## config.mk

```make
export PLATFORM = sky130hd
export DESIGN_NAME = draw_rect_text
export DESIGN_NICKNAME = d
export VERILOG_FILES = /design/src/rtl/vga_pkg.sv /design/src/rtl/vga_delay.sv /design/src/rtl/draw_rect_text.sv
export SDC_FILE = /design/constraint.sdc
export NUM_CORES = 1
export LEC_CHECK = 0
export ABC_AREA = 1
export CAP_MARGIN = 0
export CORE_MARGIN = 10
export CORE_UTILIZATION = 53
export CTS_CLUSTER_DIAMETER = 50
export CTS_CLUSTER_SIZE = 14
export DETAILED_ROUTE_END_ITERATION = 16
export PLACE_DENSITY = 0.84
export SLEW_MARGIN = 5
export SYNTH_ARGS = -nofsm -noshare
export SYNTH_HDL_FRONTEND = slang
export SYNTH_SLANG_ARGS = --single-unit
```

## constraint.sdc

```tcl
create_clock -name pclk -period 3.18 [get_ports pclk]
set_input_delay 0.954 -clock pclk [delete_from_list [all_inputs] [get_ports pclk]]
set_output_delay 0.954 -clock pclk [all_outputs]
set_load 0.02 [all_outputs]
```

## src/rtl/vga_pkg.sv

```systemverilog
`default_nettype none
// ============================================================================
//  Module      : vga_pkg
//  Description : Shared VGA widths, text-cell geometry and the timing bundle
//                that travels alongside each pixel through the pipeline.
//  Revision    : 1.0 - initial release
// ============================================================================
package vga_pkg;

  localparam int HC_W    = 11;  // hcount/vcount width
  localparam int COLOR_W = 12;  // 4:4:4 RGB
  localparam int CHAR_W  = 8;   // glyph width in pixels
  localparam int CHAR_H  = 16;  // glyph height in pixels

  // Raster position and sync/blank flags of one pixel
  typedef struct packed {
    logic [HC_W-1:0] hcount;
    logic [HC_W-1:0] vcount;
    logic            hsync;
    logic            vsync;
    logic            hblnk;
    logic            vblnk;
  } timing_t;

  localparam int TIMING_W = $bits(timing_t);

  // Font rows are stored MSB-first: pixel 0 of the cell is bit 7
  function automatic logic glyph_bit(input logic [CHAR_W-1:0] pixels,
                                     input logic [2:0]        idx);
    return pixels[3'd7 - idx];
  endfunction

endpackage
`default_nettype wire

```

## src/rtl/vga_delay.sv

```systemverilog
`default_nettype none
// ============================================================================
//  Module      : vga_delay
//  Description : Fixed-depth register delay line with synchronous reset.
//                Used to carry timing, colour and per-pixel metadata past
//                the external glyph fetch.
//  Revision    : 1.0 - initial release
// ============================================================================
module vga_delay #(
  parameter int WIDTH = 1,
  parameter int DEPTH = 1
) (
  input  logic             pclk,
  input  logic             rst,
  input  logic [WIDTH-1:0] din,
  output logic [WIDTH-1:0] dout
);

  logic [WIDTH-1:0] r_pipe [DEPTH];

  // Shift the delay line one stage per clock; reset clears every stage
  always_ff @(posedge pclk) begin
    if (rst) begin
      for (int i = 0; i < DEPTH; i++) begin
        r_pipe[i] <= '0;
      end
    end else begin
      r_pipe[0] <= din;
      for (int i = 1; i < DEPTH; i++) begin
        r_pipe[i] <= r_pipe[i-1];
      end
    end
  end

  assign dout = r_pipe[DEPTH-1];

endmodule
`default_nettype wire

```

## src/rtl/draw_rect_text.sv

```systemverilog
`default_nettype none
// ============================================================================
//  Module      : draw_rect_text
//  Description : Overlays a COLS x ROWS grid of 8x16 text cells on the VGA
//                stream. Stage 1 produces the glyph fetch address, the
//                external RAM/ROM returns the font row FETCH_LAT cycles
//                later, and a final stage composites it with a blinking
//                cursor cell. Total latency is FETCH_LAT + 2.
//  Revision    : 1.0 - initial release
// ============================================================================
module draw_rect_text
  import vga_pkg::*;
#(
  parameter int                 COLS         = 16,
  parameter int                 ROWS         = 16,
  parameter int                 FETCH_LAT    = 2,
  parameter logic [COLOR_W-1:0] FG_COLOR     = 12'h000,
  parameter logic [COLOR_W-1:0] BG_COLOR     = 12'h0a0,
  parameter int                 TRANSPARENT  = 0,
  parameter int                 BLINK_FRAMES = 30
) (
  input  logic               pclk,
  input  logic               rst,
  input  logic [HC_W-1:0]    hcount_in,
  input  logic [HC_W-1:0]    vcount_in,
  input  logic               hsync_in,
  input  logic               vsync_in,
  input  logic               hblnk_in,
  input  logic               vblnk_in,
  input  logic [COLOR_W-1:0] rgb_in,
  input  logic [HC_W-1:0]    xpos,
  input  logic [HC_W-1:0]    ypos,
  input  logic               cursor_en,
  input  logic [5:0]         cursor_col,
  input  logic [4:0]         cursor_row,
  input  logic [CHAR_W-1:0]  char_pixels,
  output logic [HC_W-1:0]    hcount_out,
  output logic [HC_W-1:0]    vcount_out,
  output logic               hsync_out,
  output logic               vsync_out,
  output logic               hblnk_out,
  output logic               vblnk_out,
  output logic [COLOR_W-1:0] rgb_out,
  output logic [5:0]         char_col,
  output logic [4:0]         char_row,
  output logic [3:0]         char_line
);

  // Grid extent in pixels, held at 12 bits so xpos_l + extent cannot wrap
  localparam logic [11:0] c_GRID_W     = 12'(CHAR_W * COLS);
  localparam logic [11:0] c_GRID_H     = 12'(CHAR_H * ROWS);
  localparam logic [7:0]  c_BLINK_LAST = 8'(BLINK_FRAMES - 1);
  localparam int          c_META_W     = 5;  // {in_grid, idx[2:0], cursor_hit}
  localparam int          c_TR_W       = TIMING_W + COLOR_W;

  // ---------------------------------------------------------------------
  // Frame-level state: latched grid origin and cursor blink
  // ---------------------------------------------------------------------
  logic            r_vblnk_prev;
  logic [HC_W-1:0] r_xpos_l;
  logic [HC_W-1:0] r_ypos_l;
  logic [7:0]      r_frame_cnt;
  logic            r_blink_on;
  logic            w_vblnk_rise;

  // A vblnk already high when reset releases counts as a rising edge
  assign w_vblnk_rise = vblnk_in & ~r_vblnk_prev;

  // Latch the origin and advance the blink counter once per frame
  always_ff @(posedge pclk) begin
    if (rst) begin
      r_vblnk_prev <= 1'b0;
      r_xpos_l     <= '0;
      r_ypos_l     <= '0;
      r_frame_cnt  <= '0;
      r_blink_on   <= 1'b0;
    end else begin
      r_vblnk_prev <= vblnk_in;
      if (w_vblnk_rise) begin
        r_xpos_l <= xpos;
        r_ypos_l <= ypos;
        if (r_frame_cnt == c_BLINK_LAST) begin
          r_frame_cnt <= '0;
          r_blink_on  <= ~r_blink_on;
        end else begin
          r_frame_cnt <= r_frame_cnt + 8'd1;
        end
      end
    end
  end

  // ---------------------------------------------------------------------
  // Stage 1: grid hit test and glyph fetch address
  // ---------------------------------------------------------------------
  logic [11:0] w_h;
  logic [11:0] w_v;
  logic [11:0] w_xl;
  logic [11:0] w_yl;
  logic [11:0] w_dx;
  logic [11:0] w_dy;
  logic        w_in_x;
  logic        w_in_y;
  logic        w_in_grid;
  logic [5:0]  w_col;
  logic [4:0]  w_row;
  logic        w_cur_hit;

  assign w_h  = {1'b0, hcount_in};
  assign w_v  = {1'b0, vcount_in};
  assign w_xl = {1'b0, r_xpos_l};
  assign w_yl = {1'b0, r_ypos_l};
  assign w_dx = w_h - w_xl;
  assign w_dy = w_v - w_yl;

  // Once h >= xl the 12-bit difference is exact, so comparing it to the
  // extent is the same as h < xl + extent and never wraps past 2047
  assign w_in_x    = (w_h >= w_xl) && (w_dx < c_GRID_W);
  assign w_in_y    = (w_v >= w_yl) && (w_dy < c_GRID_H);
  assign w_in_grid = w_in_x && w_in_y;

  assign w_col = w_dx[8:3];
  assign w_row = w_dy[8:4];

  // In-grid implies col < COLS and row < ROWS, so an out-of-range cursor
  // can never match a cell
  assign w_cur_hit = cursor_en && r_blink_on && w_in_grid &&
                     (w_col == cursor_col) && (w_row == cursor_row);

  logic [c_META_W-1:0] r_s1_meta;

  // Register fetch address (zero outside the grid) and per-pixel metadata
  always_ff @(posedge pclk) begin
    if (rst) begin
      char_col  <= '0;
      char_row  <= '0;
      char_line <= '0;
      r_s1_meta <= '0;
    end else begin
      char_col  <= w_in_grid ? w_col      : 6'd0;
      char_row  <= w_in_grid ? w_row      : 5'd0;
      char_line <= w_in_grid ? w_dy[3:0]  : 4'd0;
      r_s1_meta <= {w_in_grid, w_dx[2:0], w_cur_hit};
    end
  end

  // ---------------------------------------------------------------------
  // Delay lines aligning metadata, timing and colour with char_pixels
  // ---------------------------------------------------------------------
  logic [c_META_W-1:0] w_meta_d;
  logic [c_TR_W-1:0]   w_tr_in;
  logic [c_TR_W-1:0]   w_tr_d;
  timing_t             w_tim_in;
  timing_t             w_tim_d;
  logic [COLOR_W-1:0]  w_rgb_d;

  assign w_tim_in = '{hcount: hcount_in, vcount: vcount_in,
                      hsync: hsync_in, vsync: vsync_in,
                      hblnk: hblnk_in, vblnk: vblnk_in};
  assign w_tr_in  = {w_tim_in, rgb_in};

  vga_delay #(
    .WIDTH (c_META_W),
    .DEPTH (FETCH_LAT)
  ) u_meta_dly (
    .pclk (pclk),
    .rst  (rst),
    .din  (r_s1_meta),
    .dout (w_meta_d)
  );

  vga_delay #(
    .WIDTH (c_TR_W),
    .DEPTH (FETCH_LAT + 1)
  ) u_timing_dly (
    .pclk (pclk),
    .rst  (rst),
    .din  (w_tr_in),
    .dout (w_tr_d)
  );

  assign {w_tim_d, w_rgb_d} = w_tr_d;

  // ---------------------------------------------------------------------
  // Final stage: composite glyph, cursor and background
  // ---------------------------------------------------------------------
  logic               w_m_in_grid;
  logic [2:0]         w_m_idx;
  logic               w_m_hit;
  logic               w_bit;
  logic [COLOR_W-1:0] w_bg;
  logic [COLOR_W-1:0] w_rgb_nxt;

  assign {w_m_in_grid, w_m_idx, w_m_hit} = w_meta_d;
  assign w_bit = glyph_bit(char_pixels, w_m_idx);
  assign w_bg  = (TRANSPARENT != 0) ? w_rgb_d : BG_COLOR;

  // Choose the output colour; the cursor cell swaps foreground and background
  always_comb begin
    w_rgb_nxt = w_rgb_d;
    if (w_m_in_grid && !w_tim_d.hblnk && !w_tim_d.vblnk) begin
      if (w_m_hit) begin
        w_rgb_nxt = w_bit ? BG_COLOR : FG_COLOR;
      end else begin
        w_rgb_nxt = w_bit ? FG_COLOR : w_bg;
      end
    end
  end

  // Output register for colour and the matching timing signals
  always_ff @(posedge pclk) begin
    if (rst) begin
      hcount_out <= '0;
      vcount_out <= '0;
      hsync_out  <= 1'b0;
      vsync_out  <= 1'b0;
      hblnk_out  <= 1'b0;
      vblnk_out  <= 1'b0;
      rgb_out    <= '0;
    end else begin
      hcount_out <= w_tim_d.hcount;
      vcount_out <= w_tim_d.vcount;
      hsync_out  <= w_tim_d.hsync;
      vsync_out  <= w_tim_d.vsync;
      hblnk_out  <= w_tim_d.hblnk;
      vblnk_out  <= w_tim_d.vblnk;
      rgb_out    <= w_rgb_nxt;
    end
  end

endmodule
`default_nettype wire

```

Word level (Yosys, flattened, before mapping)
Memories as Yosys holds them, arrays and structs flattened. Cells that the tools add are included.

$add $sub $neg: 4. $lt $le $gt $ge: 5. Equal/unequal tests: 3. Muxes and demuxes: 15. Bitwise logic cells: 9. Reduce and logical (&&, ||, !) cells: 13.

Operators with widths (number): two-way mux 38 bit (3); two-way mux 8 bit (4); subtractor 11 x 11 -> 12 bit (2); >= comparator 11 bit (2); less-than comparator 12 x 8 -> 1 bit (second input constant) (1); less-than comparator 12 x 9 -> 1 bit (second input constant) (1); two-way mux 12 bit (1); two-way mux 5 bit (2); logical AND 1 bit (9); adder 8 x 1 -> 8 bit (second input constant) (1); == test 8 x 5 -> 1 bit (second input constant) (1); == test 6 bit (1); == test 5 bit (1); OR 1 bit (5); less-than comparator 3 x 4 -> 1 bit (second input constant) (1); two-way mux 1 bit (4); binary-select mux 1 bit (select 3 bit) (1); inverter 1 bit (3); subtractor 3 bit (first input constant) (1); logical NOT 1 bit (2); AND reduction 2 bit (1); OR reduction 2 bit (1); bitwise AND 1 bit (1).

Register bits: 90. RAM bits: 124. Bits of input ports: 82. Output and inout port bits: 53. Word-level logic and storage cells: 67. Memories: 2.

Memory list: u_timing_dly.r_pipe (depth 3, bits a word 38, rd ports 3, clocked after Yosys merged registers in 0, write ports 3, line vga_delay.sv:19) `logic [WIDTH-1:0] r_pipe [DEPTH];`; u_meta_dly.r_pipe (depth 2, bits a word 5, rd ports 2, clocked after Yosys merged registers in 0, write ports 2, line vga_delay.sv:19).

Logic depth before layout (Yosys ltp)
Gate-level depths: netlist (run 1).

Depth after elaboration: 7. Mapped depth: 17.

Hierarchy
From an unflattened synthesis (run 1), not the netlist that was laid out.

Cells, all modules: 1059. Area, all modules: 8483.1 um2.

Modules (own cells, without submodules): draw_rect_text (instances 1, cells each 630, area each 4541.9 um2, seq. area each 1801.7 um2); vga_delay (u_timing_dly) (instances 1, cells each 393, area each 3617.2 um2, seq. area each 2282.2 um2); vga_delay (u_meta_dly) (instances 1, cells each 36, area each 324.1 um2, seq. area each 200.2 um2).

Worst setup path before layout (run 1)
Ideal clock, no wire load.

Path type: input to register. Start: input port vcount_in[0]. End: register char_line[1]. Library setup time: 0.061 ns. Arrival: 2.671 ns. Required time: 3.119 ns. Setup slack: 0.447 ns. Cell stages on the path: 15. Path buffers: 1. Cell sequence: inv_1 > ha_1 > fa_1 > inv_1 > nand2_1 > nand2_1 > nand3_1 > nand2_1 > nand2_1 > nand3_1 > nand3_1 > nor2_4 > nand4_4 > buf_12 > nor2_4.

Longest elaborated chain between the ends: 6. Elaborated cells on any way between the ends: 7. Classes of those cells: 1 x add/sub; 2 x order compare; 1 x bitwise; 3 x reduce/logical.

RTL lines: start, declared (line draw_rect_text.sv:25) `input logic [HC_W-1:0] vcount_in,`; subtractor 11 x 11 -> 12 bit (line draw_rect_text.sv:113) `assign w_dy = w_v - w_yl;`; less-than comparator 12 x 9 -> 1 bit (line draw_rect_text.sv:118) `assign w_in_y = (w_v >= w_yl) && (w_dy < c_GRID_H);`; logical AND 1 bit (line draw_rect_text.sv:118); logical AND 1 bit (line draw_rect_text.sv:119) `assign w_in_grid = w_in_x && w_in_y;`; inverter 1 bit (no source line); OR reduction 2 bit (no source line); end signal, assigned (line draw_rect_text.sv:141) `char_line <= w_in_grid ? w_dy[3:0] : 4'd0;`; end, declared (line draw_rect_text.sv:46) `output logic [3:0] char_line`.

Several ways; a longest one is shown, not always the timed one. A chain may end at the register's enable or synchronous reset.

Final worst setup path (run 1)
Start: input port vcount_in[0]. End: register char_col[0].

Longest elaborated chain between the ends: 6. Elaborated cells on any way between the ends: 7. Classes of those cells: 1 x add/sub; 2 x order compare; 1 x bitwise; 3 x reduce/logical.

RTL lines: subtractor 11 x 11 -> 12 bit (line draw_rect_text.sv:113); less-than comparator 12 x 9 -> 1 bit (line draw_rect_text.sv:118); logical AND 1 bit (*) (line draw_rect_text.sv:118); logical AND 1 bit (*) (line draw_rect_text.sv:119); inverter 1 bit (no source line) (*); OR reduction 2 bit (no source line) (*); end signal, assigned (line draw_rect_text.sv:139) `char_col <= w_in_grid ? w_col : 6'd0;`; end, declared (line draw_rect_text.sv:44) `output logic [5:0] char_col,`.

Mark *: on every way between the ends. The rest lies on a longest branch, timed or not.

==> metrics.md, run 1 <==
| Metric | Value |
|---|---|
| Sequential Power Share | `46.7%` |
| Power Density | `576 mW/mm²` |
| CP Class | `input port to flip-flop` |
| Master of the slowest instance on the critical path | `clkdlybuf4s50_1` |
| Max-slew violations | `0` |
| Fin area | `0.0104 mm²` |
| Leakage Power | `4.80 nW` |
| Reg2reg start | `r_ypos_l[0]` |
| Req. time, crit path | `3.61 ns` |
| Fillers | `1094` |
| Final cycle utilization of the critical path | `92.6%` |
| Status | `complete, no violations` |
| YS warnings | `0` |
| WL/cell | `13.0 µm` |
| Peak fanout along the critical path | `12` |
| Post-DP Area | `0.00976 mm²` |
| Starting Density | `54.6%` |
| Routed vias | `6336` |
| Die X | `143 µm` |
| Synthesis-to-layout area growth | `29.8%` |
| Vias in the first global route | `6126` |
| GPL Wtd Cong | `0.887` |
| Root Buffer | `clkbuf_16` |
| RSZ-0062 raised after global routing | `false` |
| Core Rows | `44` |
| Avg Inst Size Synth | `7.85 µm²` |
| Ratio of cells with drive above 1 in the final layout | `9.51%` |
| Min-delay src | `u_timing_dly.r_pipe[0][64]` |
| Max incr delay on CP | `0.46 ns` |
| Critical Path AT | `3.37 ns` |
| Main area contributors after synthesis | `dfxtp_1 53%, inv_1 11%, nor2_1 9.4%, nand2_1 5.5%, ha_1 3.7%` |
| Length of the first detailed-routing pass in iterations | `5` |
| Post-synthesis cell type count | `38` |
| Max Clock Skew | `0.0148 ns` |
| CP most frequent cell | `nand2_1` |
| Psw | `0.00152 W` |
| Cell count after synthesis | `1023` |
| CTS resizes | `0` |
| Post-synth EDFFs | `0` |
| Max_cap viols | `0` |
| Iteration-0 DRC Markers | `353` |
| Max rail drop VDD | `0.000409 V` |
| Comb power frac | `13.7%` |
| Top achievable clock speed | `339 MHz` |
| CTS tree | `yes` |
| Initial antenna violation count | `1` |
| Clk_lat worst skew | `0.50 ns` |
| Synthesized area | `0.00803 mm²` |
| #FFs+latches synth | `213` |
| Total Routed Length | `18.0 mm` |
| Drc violations | `0` |
| Largest net degree at the start of global routing | `94` |
| Worst slew pin tran | `0.859 ns` |
| Setup Fix Bufs, Post-CTS | `0` |
| Worst setup path start | `vcount_in[0]` |
| Min Clock Period, post-route | `2.95 ns` |
| DP HPWL | `13.4 mm` |
| Hold Buf Count CTS | `0` |
| Fin Setup TNS | `0 ns` |
| CORE AREA | `0.0147 mm²` |
| Die Y | `143 µm` |
| Worst Setup Start Kind | `input port` |
| Switching Fraction | `25.4%` |
| Clk buf depth | `3` |
| Top cell type's share of synthesized area | `53.1%` |
| Total track usage | `17.2%` |
| Cells along the critical path | `clkdlybuf4s50_1 > inv_1 > ha_1 > fa_1 > inv_1 > nand2_1 > nand2_1 > nand3_1 > nand2_1 > nand2_1 > nand3_1 > nand3_1 > nor2_4 > nand4_4 > buf_12 > nor2_1` |
| Clk pwr share | `39.6%` |
| Gr ovfl total | `0` |
| First-pass GRT wire length | `28.8 mm` |
| Rel. slew slack | `42.7%` |
| Tot Pwr | `0.00600 W` |
| # setup viols final | `0` |
| FF/Latch Area | `0.00426 mm²` |
| TritonCTS Buffers | `22` |
| Int Power | `0.00448 W` |
| Vias/cell | `4.58` |
| H-tree depth | `1` |
| Sequential fraction of the synthesis area | `53.1%` |
| IO Port Bufs | `134` |
| Most frequently used flop master after synthesis | `dfxtp_1` |
| Nets | `1299` |
| Post-synth top area cell | `dfxtp_1` |
| CTS sink cnt | `213` |
| Hold Slack | `0.396 ns` |
| Hold Path Class | `flip-flop to flip-flop` |
| Clock-pin slew on the worst setup and hold paths | `0.06 ns` |
| Fin. Hold Viols | `0` |
| Routed Antenna Nets | `0` |
| Die Area | `0.0205 mm²` |
| IO Pins | `135` |
| Crit. End Element | `flip-flop` |
| Multi-input gate area | `0.00272 mm²` |
| Post-synth ARST share | `0%` |
-- worst max-delay path, delay by kind of cell --
| family | cells | cell delay (ns) |
|---|---|---|
| adders and majority gates | 2 | 0.62 |
| buffers and inverters | 4 | 0.82 |
| and+or+nand+nor | 10 | 0.98 |
-- layout by cell type (no fill, tap or decap), types with 4 or more instances in the layout --
cell / instances
a21oi_1: 30
buf_4: 33
clkbuf_16: 22
clkdlybuf4s50_1: 133
dfxtp_1: 213
ha_1: 24
inv_1: 241
inv_2: 9
nand2_1: 118
nand2_2: 15
nand3_1: 54
nand3_2: 4
nand4_1: 5
nor2_1: 201
nor2_4: 12
nor3_1: 8
o21ai_0: 28
-- power groups by stage --
stage	sequential, W	clock (W)	combinational [W]
2_1_floorplan	0.00286	0	0.000503
3_3_place_gp	0.00286	0	0.000800
3_5_place_dp	0.00286	0	0.000818
4_1_cts	0.00280	0.00242	0.000825
5_1_grt	0.00281	0.00253	0.000926
6_report	0.00280	0.00238	0.000823
-- metal layers --
layer	vias up	track usage (%)	wire [µm]
met4	0	6.08	526
met3	35	4.05	1030
met1	2789	19.6	7590
met2	164	30.6	8810
met5	-	0	0
li1	3348	-	-
-- kinds of logic after synthesis --
group           synth area share [%]
flops                           53.1
other cells                   0.0467
compound gates                  4.85
buf+inv                         13.1
simple gates                    24.0
xor+xnor                       0.655
fa+ha+maj                       4.24
-- through the flow --
step,utilization (%),instances,setup slack (ns)
after floorplan,-,1025,0.447
after global placement,66.4,1351,-0.165
after detailed placement,66.4,1351,-0.243
after CTS,70.9,1383,0.263
after global routing,70.9,1384,0.0697
final,70.9,1384,0.234
-- area by class of cell --
| class | count | share of cell area (%) |
|---|---|---|
| sequential | 213 | 40.9 |
| multi-input combinational | 536 | 26.1 |
| timing repair buffer | 167 | 15.3 |
| inverter | 251 | 9.04 |
| clock buffer | 23 | 5.32 |
| tap | 184 | 2.21 |
| clock inverter | 9 | 1.06 |
| antenna | 1 | 0.0240 |
-- sequential cells by signal, indices dropped and copies added, names as in the netlist --
register,count
rgb_out,12
r_blink_on,1
char_col,6
u_meta_dly.r_pipe,10
r_xpos_l,11
r_frame_cnt,8
r_ypos_l,11
char_row,5
hcount_out,11
u_timing_dly.r_pipe,114
char_line,4
vcount_out,11
hsync_out,1
hblnk_out,1
vblnk_out,1
vsync_out,1
r_s1_meta,5
-- Yosys cell counts, types with 3 or more instances --
library cell / count
a21oi_2: 3
clkbuf_1: 18
dfxtp_1: 213
nor2_4: 12
nor2_1: 201
nand2_1: 118
nand4_1: 5
xnor2_1: 3
nor3_1: 8
nand2_2: 15
o21ai_0: 28
buf_1: 6
nand3b_1: 3
inv_1: 241
inv_2: 9
xor2_1: 3
nand3_2: 4
nand3_1: 54
a21oi_1: 30
ha_1: 24
-- final timing paths --
kind / to / slack [ns] / depth (start not counted)
max reg2reg: char_col[0] / 0.88 / 14
max: char_col[0] / 0.23 / 16
min: u_timing_dly.r_pipe[0][102] / 0.40 / 2
min reg2reg: u_timing_dly.r_pipe[0][102] / 0.40 / 2
Note: power is estimated with default switching activity, not from simulation.
==> run 2: changes to the inputs <==
--- a/config.mk
+++ b/config.mk
@@ -12,6 +12,7 @@
 export CTS_CLUSTER_DIAMETER = 50
 export CTS_CLUSTER_SIZE = 14
 export DETAILED_ROUTE_END_ITERATION = 16
+export GPL_TIMING_DRIVEN = 0
 export PLACE_DENSITY = 0.84
 export SLEW_MARGIN = 5
 export SYNTH_ARGS = -nofsm -noshare
==> metrics.md, run 2 (same netlist as run 1, synthesis figures left out) <==
| Metric | Value |
|---|---|
| Final Worst Setup Slack | `0.164 ns` |
| Cells along the critical path | `clkdlybuf4s50_1 > inv_1 > ha_1 > fa_1 > inv_2 > nand2_1 > nand2_2 > nand3_2 > nand2_2 > nand2_2 > nand2_2 > nand3_4 > nor2_4 > nand4_4 > clkbuf_16 > nor2_4` |
| Starting Density | `54.6%` |
| Max incr delay on CP | `0.49 ns` |
| Gr ovfl total | `0` |
| Fin area | `0.0103 mm²` |
| Die Area | `0.0205 mm²` |
| Ratio of cells with drive above 1 in the final layout | `7.30%` |
| Master of the slowest instance on the critical path | `clkdlybuf4s50_1` |
| TritonCTS Buffers | `21` |
| Core Rows | `44` |
| Routed Antenna Nets | `0` |
| Status | `complete, no violations` |
| Commonest non-fill, non-tap cell in the layout | `inv_1` |
| Rel. slew slack | `64.7%` |
| Clk_lat worst skew | `0.49 ns` |
| Clk buf depth | `3` |
| Total track usage | `17.8%` |
| N_diodes | `0` |
| Final cycle utilization of the critical path | `94.9%` |
| Max Clock Skew | `0.0117 ns` |
| Hold Path Class | `flip-flop to flip-flop` |
| Crit-path leading delay family | `simple AND/OR/NAND/NOR gates` |
| GPL Wtd Cong | `0.890` |
| WL/cell | `13.5 µm` |
| Hold Slack | `0.396 ns` |
| IO Port Bufs | `134` |
| CTS sink cnt | `213` |
| Drc violations | `0` |
| H-tree depth | `1` |
| Peak fanout along the critical path | `5` |
| Max-slew violations | `0` |
| Clock-pin slew on the worst setup and hold paths | `0.06 ns` |
| Biggest register | `u_timing_dly.r_pipe` |
| Fin. Hold Viols | `0` |
| Vias/cell | `4.63` |
| Largest net degree at the start of global routing | `15` |
| Length of the first detailed-routing pass in iterations | `5` |
| Int Power | `0.00437 W` |
| Hold Buf Count CTS | `0` |
| Req. time, crit path | `3.61 ns` |
| Fillers | `1110` |
| First-pass GRT wire length | `29.5 mm` |
| DP HPWL | `13.8 mm` |
| CP Class | `input port to flip-flop` |
| Fin cells | `1376` |
| Critical Path AT | `3.45 ns` |
| Leakage Power | `4.68 nW` |
| Sequential Power Share | `47.9%` |
| Die X | `143 µm` |
| Max reg flops | `114` |
| Max rail drop VDD | `0.000425 V` |
| CP most frequent cell | `nand2_2` |
| Vias in the first global route | `6235` |
| Max_cap viols | `0` |
| Top achievable clock speed | `332 MHz` |
| Die Y | `143 µm` |
| Comb power frac | `13.5%` |
| # setup viols final | `0` |
| Synthesis-to-layout area growth | `28.0%` |
| Biggest regs | `u_timing_dly.r_pipe x114, rgb_out x12` |
| Root Buffer | `clkbuf_16` |
| Dpl cells | `1343` |
| DP Worst Slack | `-0.376 ns` |
| CORE AREA | `0.0147 mm²` |
| Bufs and invs on worst path | `4` |
| Switching Fraction | `25.3%` |
| Total Routed Length | `18.5 mm` |
| Util after Layout | `69.9%` |
| Psw | `0.00148 W` |
| Initial antenna violation count | `0` |
| Nets | `1294` |
| Min Clock Period, post-route | `3.02 ns` |
| IO Pins | `135` |
| Worst Setup Start Kind | `input port` |
| Clk pwr share | `38.6%` |
| Crit. End Element | `flip-flop` |
| Power Density | `570 mW/mm²` |
| Iteration-0 DRC Markers | `347` |
| Routed vias | `6364` |
| CTS tree | `yes` |
| Commonest non-fill, non-tap cells in the layout | `240 x inv_1, 213 x dfxtp_1, 201 x nor2_1` |
| Worst slew pin tran | `0.530 ns` |
| Post-DP Area | `0.00961 mm²` |
## run 2: cell type report
cell class | instances | area (µm²) | area share, %
Buffer | 25 | 110 | 1.07
Timing Repair Buffer | 138 | 1390 | 13.5
Clock buffer | 21 | 526 | 5.11
Sequential cell | 213 | 4260 | 41.5
Tap cell | 184 | 230 | 2.24
Clock inverter | 8 | 86.3 | 0.840
Inverter | 251 | 942 | 9.17
Multi-Input combinational cell | 536 | 2730 | 26.6
## run 2: tightest hold or removal path: stages, from the launching register on
cell and delay, ns:
dfxtp_1 0.29, inv_1 0.04, nor2_1 0.03
## run 2: power by group through the flow
| stage | clock network (W) | logic [W] | registers (W) |
|---|---|---|---|
| floorplan | 0 | 0.000503 | 0.00286 |
| global placement | 0 | 0.000753 | 0.00286 |
| detailed placement | 0 | 0.000772 | 0.00286 |
| CTS | 0.00229 | 0.000782 | 0.00280 |
| global route | 0.00240 | 0.000887 | 0.00281 |
| finish | 0.00226 | 0.000791 | 0.00280 |
## run 2: worst paths after layout
kind	slack [ns]	to	cells past startpoint	start
worst min register to register	0.40	hcount_out[0]	2	u_timing_dly.r_pipe[0][103]
worst min-delay path	0.40	hcount_out[0]	2	u_timing_dly.r_pipe[0][103]
worst max-delay path	0.16	char_row[0]	16	hcount_in[0]
worst max register to register	0.78	char_row[0]	14	r_ypos_l[0]
## run 2: stage by stage
stage | power (W) | TNS, ns
floorplan | 0.00337 | 0
global placement | 0.00361 | -4.14
detailed placement | 0.00363 | -4.42
CTS | 0.00587 | 0
global route | 0.00609 | -0.00986
finish | 0.00585 | 0
## run 2: layer usage
metal,vias to the layer above,wire [µm],track usage [%]
li1,3343,-,-
met1,2807,7640,20.0
met2,172,9090,31.9
met3,42,1200,3.98
met4,0,608,7.11
met5,-,0,0
## run 2: repair_timing
item / 4_1_cts / 5_1_grt
resized for setup: 0 / 4
endpoints found under the setup margin: 0 / 10
buffers inserted: 0 / 3
==> run 3: changes to the inputs <==
--- a/config.mk
+++ b/config.mk
@@ -6,7 +6,6 @@
 export NUM_CORES = 1
 export LEC_CHECK = 0
 export ABC_AREA = 1
-export CAP_MARGIN = 0
 export CORE_MARGIN = 10
 export CORE_UTILIZATION = 53
 export CTS_CLUSTER_DIAMETER = 50
==> results of run 3 <==
No change in the layout: final DEF, timing and power equal those of run 2.
